==> src/rtl/chip_dac_seq.sv <==
// chip_dac_seq: DAC level table plus serial programming sequencer for the chip.
// Ports: clk/rst, table write (wr_*), ch_mask/refresh_en/start/busy/done/cur_ch, chip pins.
module chip_dac_seq #(
  parameter int CLK_DIV   = 4000,
  parameter int ADDR_W    = 3,
  parameter int DATA_W    = 8,
  parameter int N_CH      = 8,
  parameter int MSB_FIRST = 0
) (
  input  logic              clk,
  input  logic              rst,
  input  logic              wr_en,
  input  logic [ADDR_W-1:0] wr_addr,
  input  logic [DATA_W-1:0] wr_data,
  input  logic [N_CH-1:0]   ch_mask,
  input  logic              refresh_en,
  input  logic              start,
  output logic              busy,
  output logic              done,
  output logic [ADDR_W-1:0] cur_ch,
  output logic              chip_rst,
  output logic              chip_clk,
  output logic              chip_data_in
);

  localparam int CW   = $clog2(CLK_DIV);
  localparam int HALF = CLK_DIV / 2;

  typedef enum logic [2:0] {
    S_IDLE, S_PRE, S_SEP, S_ADDR, S_DATA, S_END
  } state_t;

  state_t            state, state_n;
  logic [CW-1:0]     cnt, cnt_n;
  logic [7:0]        idx, idx_n;
  logic [ADDR_W-1:0] cur_ch_n;
  logic [N_CH-1:0]   mask_q, mask_n;
  logic [DATA_W-1:0] level, level_n;
  logic              busy_n, done_n, clk_n;
  logic              prst_n, pdat_n;
  logic              last, go_sep, go_end;
  logic [ADDR_W:0]   sel;
  logic [DATA_W-1:0] tbl [N_CH];

  // Lowest enabled channel at or above 'from'; MSB of result = found.
  function automatic logic [ADDR_W:0] pick(
    input logic [N_CH-1:0] m,
    input int              from
  );
    logic [ADDR_W:0] r;
    r = '0;
    for (int i = N_CH - 1; i >= 0; i--)
      if (m[i] && i >= from) r = {1'b1, ADDR_W'(i)};
    return r;
  endfunction

  function automatic logic abit(
    input logic [ADDR_W-1:0] a,
    input logic [7:0]        i
  );
    logic [ADDR_W-1:0] s;
    s = a >> ((MSB_FIRST != 0) ? (ADDR_W - 1 - int'(i)) : int'(i));
    return s[0];
  endfunction

  function automatic logic dbit(
    input logic [DATA_W-1:0] d,
    input logic [7:0]        i
  );
    logic [DATA_W-1:0] s;
    s = d >> ((MSB_FIRST != 0) ? (DATA_W - 1 - int'(i)) : int'(i));
    return s[0];
  endfunction

  always_ff @(posedge clk or negedge rst) begin
    if (!rst) begin
      for (int i = 0; i < N_CH; i++) tbl[i] <= '0;
    end else if (wr_en &&
                 ({1'b0, wr_addr} < (ADDR_W + 1)'(N_CH))) begin
      tbl[wr_addr] <= wr_data;
    end
  end

  always_ff @(posedge clk or negedge rst) begin
    if (!rst) begin
      state        <= S_IDLE;
      cnt          <= '0;
      idx          <= '0;
      cur_ch       <= '0;
      mask_q       <= '0;
      level        <= '0;
      busy         <= 1'b0;
      done         <= 1'b0;
      chip_clk     <= 1'b0;
      chip_rst     <= 1'b0;
      chip_data_in <= 1'b0;
    end else begin
      state        <= state_n;
      cnt          <= cnt_n;
      idx          <= idx_n;
      cur_ch       <= cur_ch_n;
      mask_q       <= mask_n;
      level        <= level_n;
      busy         <= busy_n;
      done         <= done_n;
      chip_clk     <= clk_n;
      chip_rst     <= prst_n;
      chip_data_in <= pdat_n;
    end
  end

  always_comb begin
    state_n  = state;
    cnt_n    = cnt;
    idx_n    = idx;
    cur_ch_n = cur_ch;
    mask_n   = mask_q;
    level_n  = level;
    busy_n   = busy;
    done_n   = 1'b0;
    clk_n    = 1'b0;
    prst_n   = chip_rst;
    pdat_n   = chip_data_in;
    go_sep   = 1'b0;
    go_end   = 1'b0;
    sel      = '0;
    last     = (cnt == CW'(CLK_DIV - 1));

    if (state == S_IDLE) begin
      if (start) begin
        state_n = S_PRE;
        idx_n   = '0;
        cnt_n   = '0;
        busy_n  = 1'b1;
        mask_n  = ch_mask;
        prst_n  = 1'b0;
        pdat_n  = 1'b0;
      end
    end else begin
      cnt_n  = last ? '0 : cnt + CW'(1);
      clk_n  = (cnt_n >= CW'(HALF));
      // Registered, so it is high during the last count of END.
      done_n = (state == S_END) && (cnt == CW'(CLK_DIV - 2));
      if (last) begin
        unique case (state)
          S_PRE: begin
            if (idx == 8'd3) begin
              sel    = pick(mask_q, 0);
              go_sep = sel[ADDR_W];
              go_end = !sel[ADDR_W];
            end else begin
              idx_n  = idx + 8'd1;
              prst_n = (idx_n == 8'd3);
              pdat_n = (idx_n >= 8'd2);
            end
          end
          S_SEP: begin
            state_n = S_ADDR;
            idx_n   = '0;
            prst_n  = 1'b1;
            pdat_n  = abit(cur_ch, 8'd0);
          end
          S_ADDR: begin
            if (idx == 8'(ADDR_W - 1)) begin
              state_n = S_DATA;
              idx_n   = '0;
              pdat_n  = dbit(level, 8'd0);
            end else begin
              idx_n  = idx + 8'd1;
              pdat_n = abit(cur_ch, idx_n);
            end
          end
          S_DATA: begin
            if (idx == 8'(DATA_W - 1)) begin
              sel    = pick(mask_q, int'(cur_ch) + 1);
              go_sep = sel[ADDR_W];
              go_end = !sel[ADDR_W];
            end else begin
              idx_n  = idx + 8'd1;
              pdat_n = dbit(level, idx_n);
            end
          end
          S_END: begin
            if (refresh_en && (|ch_mask)) begin
              mask_n = ch_mask;
              sel    = pick(ch_mask, 0);
              go_sep = 1'b1;
            end else begin
              state_n  = S_IDLE;
              busy_n   = 1'b0;
              cur_ch_n = '0;
            end
          end
          default: ;
        endcase
      end
    end

    if (go_sep) begin
      state_n  = S_SEP;
      idx_n    = '0;
      cur_ch_n = sel[ADDR_W-1:0];
      level_n  = tbl[sel[ADDR_W-1:0]];
      prst_n   = 1'b1;
      pdat_n   = 1'b0;
    end
    if (go_end) begin
      state_n = S_END;
      idx_n   = '0;
      prst_n  = 1'b1;
      pdat_n  = 1'b1;
    end
  end

endmodule

==> config.mk <==
export PLATFORM = sky130hd
export DESIGN_NAME = chip_dac_seq
export DESIGN_NICKNAME = d
export VERILOG_FILES = /design/src/rtl/chip_dac_seq.sv
export SDC_FILE = /design/constraint.sdc
export NUM_CORES = 1
export LEC_CHECK = 0
export ABC_AREA = 1
export BUFFER_PORTS_ARGS = -buffer_cell sky130_fd_sc_hd__buf_2
export CORE_MARGIN = 2
export CORE_UTILIZATION = 47
export DETAILED_ROUTE_END_ITERATION = 10
export GPL_TIMING_DRIVEN = 0
export PLACE_DENSITY = 0.65
export SETUP_SLACK_MARGIN = 0.4
export SLEW_MARGIN = 20
export SYNTH_ARGS = -nofsm -noshare
export SYNTH_HDL_FRONTEND = slang
export SYNTH_SLANG_ARGS = --single-unit
==> constraint.sdc <==
create_clock -name clk -period 4.5 [get_ports clk]
set_input_delay 0 -clock clk [delete_from_list [all_inputs] [get_ports clk]]
set_output_delay 0 -clock clk [all_outputs]
set_load 0.01 [all_outputs]
==> reports/qor.csv, run 1 <==
metric;value;unit
Post-CTS Hold Buffers;18;
ys async rst share;1.00;
unrepaired setup endpoints after global routing;false;
main flop type after synthesis;dfrtp_1;
Crit Path Category;reg -> reg;
final hold vios;0;
diodes inserted;0;
TritonRoute pass-1 iters;5;
# resized after CTS;0;
Avg Cell Area, Syn;7.41;um^2
slew of the pin with the lowest slew margin;1030;ps
CTS tree;done;
Cell Area, Synth;6240;um^2
Startpoint Class;register;
relative slew slack;0.310;
Syn Inst Count;842;
Fill cells;1282;
Max Fclk;389;MHz
first-pass GRT wire length;27500;um
post-synth cell types;42;
top-count cell post-synth;nand2_1;
DRT iter0 DRCs;513;
max cap viols;0;
postcts setup bufs;0;
Int Pwr;2.03;mW
reg2reg setup slack;1930;ps
total global-route track usage;0.248;
min cycle time layout;2570;ps
via/cell ratio;5.28;
Sw Ratio;0.390;
crit path max fanout;6;
Pleak;3.48;nW
pin count of the biggest net entering global routing;60;
placer congestion estimate;0.925;
Port Buf Inserts;31;
placed cell areas;6650;um^2
GR Overflow Total;0;
clk buf depth;2;
sequential power share;0.408;
HPWL after detailed placement;12000;um
DRT antenna net count;0;
hold crit path type;in -> async;
clock sinks;111;
r2r endpoint;level[0];
sequential area share after synthesis;0.445;
CP endpoint kind;register;
synthesis-to-finish area growth;14.1;%
FF+latch count, synth;111;
fin crit share;0.571;
Setup TNS Final;0;ps
area leader, netlist;dfrtp_1;
Peak VDD IR;0.301;mV
Clock Pin Slew Worst Setup and Hold Paths;70;ps
Max Clock Skew;11.2;ps
IO Pins;32;
fin worst setup slack;1930;ps
run status;finished clean;
Critical Path RT;4800;ps
number of enable flip-flop cells after synthesis;0;
fin util;0.544;
synth top area cells;dfrtp_1, nand2_1, nand3_1;
Clock Latency Late Sink;360;ps
syn nets;872;
total CTS buffers;9;
nets@finish;933;
WL/cell;15.2;um
power share of the combinational group;0.347;
Synthesis Warnings;0;
Vias;5711;
dpl ws;2030;ps
FF-to-FF path depth;11;
H-tree Lvls;3;
pwr/cell area;468;nW/um^2
Pins Over Slew Limit;0;
switching pwr;1.30;mW
synth cell count leaders;nand2_1, nand3_1, inv_1, dfrtp_1, o21ai_0;
final wirelength;16400;um
Clk Tree Root Cell;clkbuf_16;
Final setup viols;0;
initial antenna violation count;0;
CP arrival;2870;ps
share of cells above drive strength 1;0.105;
Die Area;14200;um^2
Synth top area share;0.445;
design area;7120;um^2
core area;13100;um^2
Clock power frac;0.245;
r2r startpoint;cnt[0];
vias in the first global route;5517;
starting density of the core;0.477;
Die H;119;um
DRC viols;0;
die width;119;um
FP Rows;42;
[cells in the final DEF, fill, tap and decap left out, types with 3 or more instances in the layout]
cell type / n
nand3b_1: 13
nor3_1: 8
nor2_2: 6
nand2_2: 8
clkbuf_1: 9
inv_1: 112
clkbuf_16: 9
o22ai_1: 14
o21ai_1: 7
a21oi_1: 13
buf_1: 3
buf_2: 36
inv_2: 9
nor2_4: 3
nand2_1: 216
ha_1: 6
nand3_2: 4
dlygate4sd3_1: 18
o21ai_0: 92
dfrtp_1: 111
nor2_1: 47
xor2_1: 6
nand4_1: 10
nand3_1: 113
[cell type report]
class / count / area (um^2) / share of cell area
multi-input combinational: 587 / 2890 / 0.406
sequential: 111 / 2780 / 0.390
inverter: 123 / 464 / 0.0652
timing repair buffer: 50 / 369 / 0.0519
clock buffer: 9 / 225 / 0.0316
tap: 176 / 220 / 0.0309
buffer: 21 / 101 / 0.0142
clock inverter: 5 / 66.3 / 0.00932
[power groups by stage]
stage	sequential, mW	clock [mW]	combinational (mW)
floorplan	1.33	0	0.876
global placement	1.37	0	1.13
detailed placement	1.37	0	1.14
CTS	1.35	0.831	1.16
global route	1.39	0.877	1.32
finish	1.36	0.815	1.16
[logic make-up (layout without fill, tap and decap cells)]
kind of cell,count (synthesis),after routing,synth area share
DFF,111,111,0.445
buffers and inverters,144,208,0.0907
xor gates and xnor gates,6,6,0.00843
adders and majority gates,6,6,0.0120
AOI/OAI and AO/OA,138,138,0.122
and+or+nand+nor,437,437,0.321
[critical path: stages, from the launching register on]
cell,delay [ps]
dfrtp_1,430
ha_1,220
nand2_1,100
nor2_2,190
nand3_1,170
nor2_2,230
nand2_1,140
a21oi_1,450
nand3_1,240
nand3_1,170
nand3_1,100
nand2_1,70
[stage by stage]
stage	power, mW	hold WS, ps	std cells
global placement	2.50	224	1049
detailed placement	2.51	-14.0	1050
floorplan	2.21	-296	842
finish	3.33	137	1082
CTS	3.34	134	1082
global route	3.59	181	1082
[worst max-delay path by stage]
stage / end / start / depth (start not counted) / slack, ps
global route: level[0] / cnt[0] / 11 / 1680
CTS: level[4] / cnt[0] / 11 / 2000
floorplan: idx[3] / cur_ch[1] / 16 / 2510
global placement: level[4] / cnt[0] / 11 / 2020
detailed placement: level[4] / cnt[0] / 11 / 2030
finish: level[0] / cnt[0] / 11 / 1930
[registers in the layout, indices dropped and copies added, names as in the netlist]
register,cells
cur_ch,3
chip_data_in,1
chip_clk,1
state,3
chip_rst,1
mask_q,8
done,1
level,8
tbl,64
idx,8
cnt,12
busy,1
[metal layers]
metal / vias to the layer above / track usage / wire (um) / part of all wire
met4: 0 / 0.0766 / 293 / 0.018
met1: 2640 / 0.324 / 7260 / 0.44
li1: 2869 / - / - / -
met2: 179 / 0.416 / 7980 / 0.49
met5: - / 0 / 0 / 0
met3: 23 / 0.0503 / 909 / 0.055
No activity file was read; power rests on OpenSTA's default activity.
==> inputs of run 2 (changes only) <==
Clock period 4.5 ns to 2.65 ns, I/O delays scaled along.
==> run 2 against run 1 <==
Critical path depth stayed put; setup slack worse by 1500 ps; first-iteration DRC count is 26% higher; sequential share of layout area is 3.3 points lower; clock-buffer cell count stayed put.
==> reports/qor.csv, run 2 (synthesis gave the netlist of run 1 again) <==
metric;value;unit;change
run status;finished clean;;unchanged
DRT iter0 DRCs;648;;was 513
die width;119;um;unchanged
largest registers;tbl: 64 flops, cnt: 12 flops;;unchanged
Die Area;14200;um^2;unchanged
WL/cell;15.8;um;was 15.2 um
nets@finish;955;;was 933
unrepaired setup endpoints after global routing;true;;was false
GR Overflow Total;0;;unchanged
Setup TNS Final;0;ps;unchanged
via/cell ratio;5.35;;was 5.28
final hold vios;0;;unchanged
HPWL after detailed placement;12000;um;unchanged
slew of the pin with the lowest slew margin;1020;ps;was 1030 ps
vias in the first global route;5576;;was 5517
clk buf depth;2;;unchanged
total CTS buffers;9;;unchanged
placed cell areas;6650;um^2;unchanged
Critical Path RT;2950;ps;was 4800 ps
core area;13100;um^2;unchanged
min cycle time layout;2190;ps;was 2570 ps
most common cell after layout, fill and taps aside;nand2_1;;unchanged
CP arrival;2490;ps;was 2870 ps
Die H;119;um;unchanged
Peak VDD IR;0.511;mV;was 0.301 mV
first-pass GRT wire length;27900;um;was 27500 um
Max Clock Skew;7.75;ps;was 11.2 ps
H-tree Lvls;3;;unchanged
synthesis-to-finish area growth;25.0;%;was 14.1%
Max Fclk;457;MHz;was 389 MHz
fin util;0.596;;was 0.544
share of cells above drive strength 1;0.205;;was 0.105
Pleak;3.69;nW;was 3.48 nW
Crit Path Category;reg -> reg;;unchanged
max cap viols;0;;unchanged
starting density of the core;0.477;;unchanged
Pins Over Slew Limit;0;;unchanged
Startpoint Class;register;;unchanged
Clock Latency Late Sink;360;ps;about the same
CP endpoint kind;register;;unchanged
total global-route track usage;0.251;;was 0.248
Layout Cells excl Fill;1104;;was 1082
IO Pins;32;;unchanged
commonest non-fill, non-tap cells in the layout;nand2_1, inv_1, dfrtp_1, o21ai_0, nand3_1;;was nand2_1, nand3_1, inv_1, dfrtp_1, o21ai_0
relative slew slack;0.317;;was 0.310
crit path max fanout;10;;was 6
FP Rows;42;;unchanged
fin crit share;0.825;;was 0.571
dpl ws;181;ps;was 2030 ps
clock sinks;111;;unchanged
TritonRoute pass-1 iters;5;;unchanged
DRT antenna net count;0;;unchanged
total power;5.94;mW;was 3.33 mW
Most flops, register;tbl;;unchanged
final wirelength;17400;um;was 16400 um
Vias;5910;;was 5711
placer congestion estimate;0.925;;unchanged
Final setup viols;0;;unchanged
final hold slack;132;ps;was 137 ps
diodes inserted;0;;unchanged
hold crit path type;in -> reg;;was in -> async
pin count of the biggest net entering global routing;60;;unchanged
Port Buf Inserts;31;;unchanged
Clock Pin Slew Worst Setup and Hold Paths;70;ps;about the same
fin worst setup slack;463;ps;was 1930 ps
CTS tree;done;;unchanged
design area;7800;um^2;was 7120 um^2
Fill cells;1191;;was 1282
initial antenna violation count;0;;unchanged
DRC viols;0;;unchanged
dpl cells;1050;;unchanged
Clk Tree Root Cell;clkbuf_16;;unchanged
Largest register FFs;64;;unchanged
pwr/cell area;762;nW/um^2;was 468 nW/um^2
## run 2: cell count changes in the layout (fill, tap and decap cells not counted), moves of 5 or more
cell,before,now
nor2_4,3,9
buf_4,2,16
nor2_1,47,37
nand2_2,8,17
buf_8,0,5
nand3_1,113,84
dfrtp_2,0,6
nand3_2,4,31
nand2_1,216,203
dfrtp_1,111,105
## run 2: metal layers
| layer | global-route usage | vias up | part of all wire |
|---|---|---|---|
| met3 | 0.0517 | 32 | 0.055 |
| met1 | 0.325 | 2772 | 0.43 |
| met5 | 0 | - | 0 |
| li1 | - | 2916 | - |
| met2 | 0.422 | 190 | 0.49 |
| met4 | 0.0789 | 0 | 0.023 |
## run 2: final timing paths
kind                             from  slack (ps)  cells past startpoint  endpoint
min reg2reg                  level[6]         480                      2  level[6]
min                        refresh_en         130                      5      busy
max reg2reg                    cnt[5]         460                     11  level[5]
max in group asynchronous         rst        1840                      3   tbl[19]
min in group asynchronous         rst         150                      2   cnt[10]
max                            cnt[5]         460                     11  level[5]
## run 2: worst max-delay path, cell delays in order, from the launching register on
cell and delay [ps]:
dfrtp_1 420, inv_1 100, nand2_1 80, nor4_2 350
nand3_2 210, a21oi_4 210, and2_4 170, buf_6 150
nand3_1 130, nand3_1 130, nand3_2 110, nand2_1 70
## run 2: area by class of cell
cell class / instances / area [um^2] / share of cell area
clock buffer: 9 / 225 / 0.0289
inverter: 123 / 474 / 0.0608
timing repair inverter: 1 / 5.00 / 0.000642
sequential: 111 / 2790 / 0.357
clock inverter: 5 / 66.3 / 0.00851
multi-input combinational: 587 / 3260 / 0.418
buffer: 21 / 163 / 0.0209
tap: 176 / 220 / 0.0282
timing repair buffer: 71 / 596 / 0.0764
## run 2: timing repair
| action | in CTS | in global routing |
|---|---|---|
| resized for setup | 22 | 96 |
| hold buffers | 18 | 0 |
| endpoints found under the hold margin | 71 | 0 |
| setup buffers | 5 | 13 |
| cloned | 0 | 4 |
| pin swaps | 1 | 20 |
| endpoints found under the setup margin | 18 | 25 |
## run 2: power by group
group          internal (mW)  switching (mW)  total (mW)
registers               2.04           0.263        2.31
clock network          0.737           0.649        1.39
logic                  0.789            1.46        2.25
